[src/rtl/fetch_unit.sv]
// fetch_unit: instruction fetch stage of the multicycle MIPS core.
// Keeps the program counter and has at most one instruction-memory request
// outstanding. It latches the returned word and holds it until the
// downstream stage consumes it. On consume it computes the next PC:
// sequential, BEQ-taken, or J.
module fetch_unit #(
    parameter logic [31:0] RESET_PC = 32'h0000_0000
) (
    input  logic        clk,
    input  logic        rst,
    output logic        imem_req,
    output logic [31:0] imem_addr,
    input  logic        imem_ack,
    input  logic [31:0] imem_rdata,
    input  logic        stall,
    input  logic        branch,
    input  logic        mux_branch_jump,
    input  logic        zero,
    input  logic [31:0] branch_offset,
    output logic [31:0] instr,
    output logic [5:0]  opcode,
    output logic        instr_valid,
    output logic [31:0] pc,
    output logic [31:0] pc_plus4,
    output logic [31:0] instr_count
);

    typedef enum logic {
        FETCH = 1'b0,
        HOLD  = 1'b1
    } state_t;

    state_t      state_q, state_d;
    logic [31:0] pc_q, pc_d;
    logic [31:0] instr_q, instr_d;
    logic        instr_valid_q, instr_valid_d;
    logic [31:0] instr_count_q, instr_count_d;

    logic [31:0] pc_plus4_w;
    logic [31:0] branch_target_w;
    logic [31:0] jump_target_w;
    logic [31:0] next_pc_w;
    logic        consume_w;

    assign pc_plus4_w      = pc_q + 32'd4;
    // Shift by two: drop the top two offset bits and append two zero bits.
    assign branch_target_w = pc_plus4_w + {branch_offset[29:0], 2'b00};
    assign jump_target_w   = {pc_plus4_w[31:28], instr_q[25:0], 2'b00};
    assign consume_w       = (state_q == HOLD) && instr_valid_q && !stall;

    // Next-PC select: jump beats a taken branch, which beats sequential.
    always_comb begin
        next_pc_w = pc_plus4_w;
        if (!mux_branch_jump) begin
            next_pc_w = jump_target_w;
        end else if (branch && zero) begin
            next_pc_w = branch_target_w;
        end
    end

    // FSM next-state logic and request generation.
    // Reset overrides everything in the register block below.
    always_comb begin
        state_d       = state_q;
        pc_d          = pc_q;
        instr_d       = instr_q;
        instr_valid_d = instr_valid_q;
        instr_count_d = instr_count_q;
        imem_req      = 1'b0;
        unique case (state_q)
            FETCH: begin
                // Suppress the request during reset so an in-flight reset
                // never starts a new transaction.
                imem_req = !rst;
                if (imem_ack) begin
                    instr_d       = imem_rdata;
                    instr_valid_d = 1'b1;
                    state_d       = HOLD;
                end
            end
            HOLD: begin
                // A late or spurious ack in this state is ignored.
                if (consume_w) begin
                    pc_d          = next_pc_w;
                    instr_valid_d = 1'b0;
                    instr_count_d = instr_count_q + 32'd1;
                    state_d       = FETCH;
                end
            end
            default: state_d = FETCH;
        endcase
    end

    // State registers. Reset wins over a simultaneous ack or consume.
    always_ff @(posedge clk) begin
        if (rst) begin
            state_q       <= FETCH;
            pc_q          <= RESET_PC;
            instr_q       <= 32'd0;
            instr_valid_q <= 1'b0;
            instr_count_q <= 32'd0;
        end else begin
            state_q       <= state_d;
            pc_q          <= pc_d;
            instr_q       <= instr_d;
            instr_valid_q <= instr_valid_d;
            instr_count_q <= instr_count_d;
        end
    end

    assign imem_addr   = pc_q;
    assign pc          = pc_q;
    assign pc_plus4    = pc_plus4_w;
    assign instr       = instr_q;
    assign opcode      = instr_q[31:26];
    assign instr_valid = instr_valid_q;
    assign instr_count = instr_count_q;

endmodule

[config.mk]
export PLATFORM = sky130hd
export DESIGN_NAME = fetch_unit
export DESIGN_NICKNAME = d
export VERILOG_FILES = /design/src/rtl/fetch_unit.sv
export SDC_FILE = /design/constraint.sdc
export NUM_CORES = 1
export LEC_CHECK = 0
export CORE_MARGIN = 3
export CORE_UTILIZATION = 35
export DETAILED_ROUTE_END_ITERATION = 8
export GPL_ROUTABILITY_DRIVEN = 0
export PLACE_DENSITY = 0.67
export SLEW_MARGIN = 20
export SYNTH_ARGS = -nofsm -noshare
export SYNTH_HDL_FRONTEND = slang
export SYNTH_SLANG_ARGS = --single-unit
export TNS_END_PERCENT = 30
[constraint.sdc]
create_clock -name clk -period 6 [get_ports clk]
set_input_delay 1.5 -clock clk [delete_from_list [all_inputs] [get_ports clk]]
set_output_delay 1.5 -clock clk [all_outputs]
set_load 0.01 [all_outputs]
==> summary.md <==
| Metric | Value |
|---|---|
| Final setup TNS | 0 ns |
| CORE AREA | 18300 um2 |
| Sw Ratio | between 20 and 30% |
| Max VDD drop | around 0.00015 V |
| Vias in the first global route | between 6000 and 7000 |
| Drc violations | 0 |
| Port bufs | between 200 and 250 |
| Grt total ovfl | 0 |
| Post-route ant nets | 0 |
| Largest net degree at the start of global routing | 54 |
| Crit. End Element | output pin |
| Switching Power | approximately 450 uW |
| CTS clk-pin slew, worst paths | 0.07 ns |
| Leakage | between 3 and 4 nW |
| First-pass GRT wire length | ~35000 um |
| Initial antenna violation count | 0 |
| Layout cells sized above 1 | 4.96% |
| Crit path DAT | between 3 and 4 ns |
| Fin Hold WS | approximately 0.47 ns |
| Yosys warnings | 0 |
| DP HPWL | ~17000 um |
| IO Pins | 239 |
| TritonCTS sink count | 96 |
| Vias | between 6000 and 7000 |
| Starting density of the core | between 30% and 40% |
| Nets@finish | roughly 1200 |
| Total CTS buffers | 9 |
| Worst-Margin Slew | between 0.8 and 0.9 ns |
| Netlist cell types | 70 |
| Clk buf depth | 2 |
| Sequential power share | 43.7% |
| Synthesized cell area | approximately 6700 um2 |
| Post_cts resized | 0 |
| Clk Latency, worst-skew pair | between 0.3 and 0.4 ns |
| Clk root buf | clkbuf_16 |
| Setup crit start kind | flip-flop |
| PD cells | ~170 nW/um2 |
| Clock share of power | about two fifths |
| H-Tree Depth | 3 |
| Worst Skew | roughly 0.011 ns |
| EDFF count, synth | 0 |
| Worst endpoint required time | 4.50 ns |
| Fin area | 9180 um2 |
| Drt pass-1 iters | 7 |
| Post-synthesis cell count | around 860 |
| Setup violators final | 0 |
| Crit path time final | around 4.7 ns |
| Post-CTS Hold Fix Bufs | 0 |
| Combinational Power Share | between 10% and 20% |
| Fin cells | ~1300 |
| Routed WL | 22800 um |
| FMAX | around 210 MHz |
| RSZ-0062 raised after global routing | no |
| # fillers | approximately 1800 |
| Top cells by area, synth | dfxtp_1 29%, nand2_1 8.0%, ha_1 7.0% |
| Status | completed |
| Vias per cell | around 5.4 |
| Die span in x | 144 um |
| Internal power | 1.08 mW |
| Area share of the largest cell type after synthesis | 28.9% |
| Die Ht | 144 um |
| Register area share after synthesis | about 29% |
| Placed cell area | approximately 8900 um2 |
| WL/cell | around 18 um |
| FF+latch count, synth | 96 |
| Final Hold Fails | 0 |
| Crit path kind | reg2out |
| Detailed Route Iter0 Violations | 417 |
| Reg area | approximately 1900 um2 |
| Slew Viols, Final | 0 |
| Multi-input logic area | around 4300 um2 |
| Total power | between 1.5 and 2 mW |
| Max transition margin | 41.4% |
| Crit path max fanout | 7 |
| FP Rows | 49 |
| Post-synth ARST share | 0% |
| DIE AREA | between 20000 and 25000 um2 |
| Post-CTS setup buffer count | 0 |
| Syn_area_per_cell | around 7.7 um2 |
| Worst hold path class | reg2reg |
| Placed cell count | about 1300 |
| Fin crit share | 78.4% |
| Ys flop type | dfxtp_1 |
| TritonCTS clock tree | done |
| Gr usage total | 21.4% |
| Max_cap viols | 0 |
| Top cell type by total area after synthesis | dfxtp_1 |
| Layout area overhead | 38.1% |
| Number of diodes | 0 |
[cell families (layout without fill, tap and decap cells)]
logic type	after synthesis	in the layout	synth area share (%)
simple gates	335	335	24.0
compound gates	223	223	21.2
flops	96	96	28.9
buf+inv	88	267	7.34
xor+xnor	78	78	10.6
fa+ha+maj	38	38	7.26
mux	5	5	0.771
other cells	1	6	0.0564
[Yosys cell counts (all sizes together) (11+ instances only)]
cell,count
a21o,14
clkbuf,30
and3,22
o211ai,16
nand4,19
buf,47
a21oi,82
xnor2,35
nor2,77
ha,37
xor2,43
nand2,141
o21ai,44
a211oi,12
dfxtp,96
inv,11
nand3,29
[power groups by stage]
stage | Sequential (mW) | Clock (mW) | Combinational, mW
after floorplan | 0.689 | 0 | 0.138
after global placement | 0.687 | 0 | 0.271
after detailed placement | 0.687 | 0 | 0.272
after CTS | 0.672 | 0.607 | 0.275
after global routing | 0.675 | 0.635 | 0.299
final | 0.672 | 0.590 | 0.274
[path summary, 6_finish.rpt]
| path | startpoint | slack, ns | end | cells past startpoint |
|---|---|---|---|---|
| max reg2reg | imem_addr[2] | 1.62 | imem_addr[26] | 14 |
| min | instr[17] | 0.47 | instr[17] | 2 |
| max | imem_addr[2] | 1.30 | pc_plus4[26] | 7 |
| min reg2reg | instr[17] | 0.47 | instr[17] | 2 |
[registers in the layout, indices dropped and copies added (netlist names)]
| signal | flops |
|---|---|
| imem_addr | 30 |
| instr | 32 |
| instr_count | 32 |
| instr_valid | 1 |
| state_q | 1 |
[area by class of cell]
class	instances	area share (%)
timing repair buffer	240	25.8
clock buffer	9	2.45
tap	229	3.12
sequential	96	20.9
multi-input combinational	685	46.4
clock inverter	7	0.804
inverter	11	0.450
[per-layer routing]
metal | track usage, % | vias to the layer above | share of wire (%)
li1 | - | 3390 | -
met1 | 27.9 | 3229 | 44
met2 | 35.1 | 255 | 46
met3 | 5.46 | 33 | 7.3
met4 | 6.29 | 0 | 2.1
met5 | 0 | - | 0
[metrics by stage]
stage | utilization, % | setup slack (ns)
final | 50.1 | 1.30
after CTS | 50.1 | 1.29
after detailed placement | 48.5 | 1.24
after floorplan | - | 2.22
after global placement | 48.5 | 1.24
after global routing | 50.1 | 1.12
[critical path, stage by stage, from the launching register on]
cell and delay [ns]:
dfxtp_1 0.44, ha_1 0.25, and4_1 0.39, nand4_1 0.22, nor4_2 0.43, nand3_1 0.16
xnor2_1 0.36, clkdlybuf4s50_1 0.62
[placed cells by master, fill, tap and decap left out, drive strengths merged, types with 5 or more instances in the layout]
cell type	count
nor3	10
conb	6
ha	37
buf	11
a31oi	5
o211ai	16
a211oi	12
and4	6
a21o	14
inv	15
nand3	29
dfxtp	96
xor2	43
xnor2	35
o21a	7
nand2	141
a21oi	82
nand4	19
clkbuf	9
and3	22
o21ai	44
or2	8
nor2	77
clkdlybuf4s50	229
(Power assumes the default switching activity.)
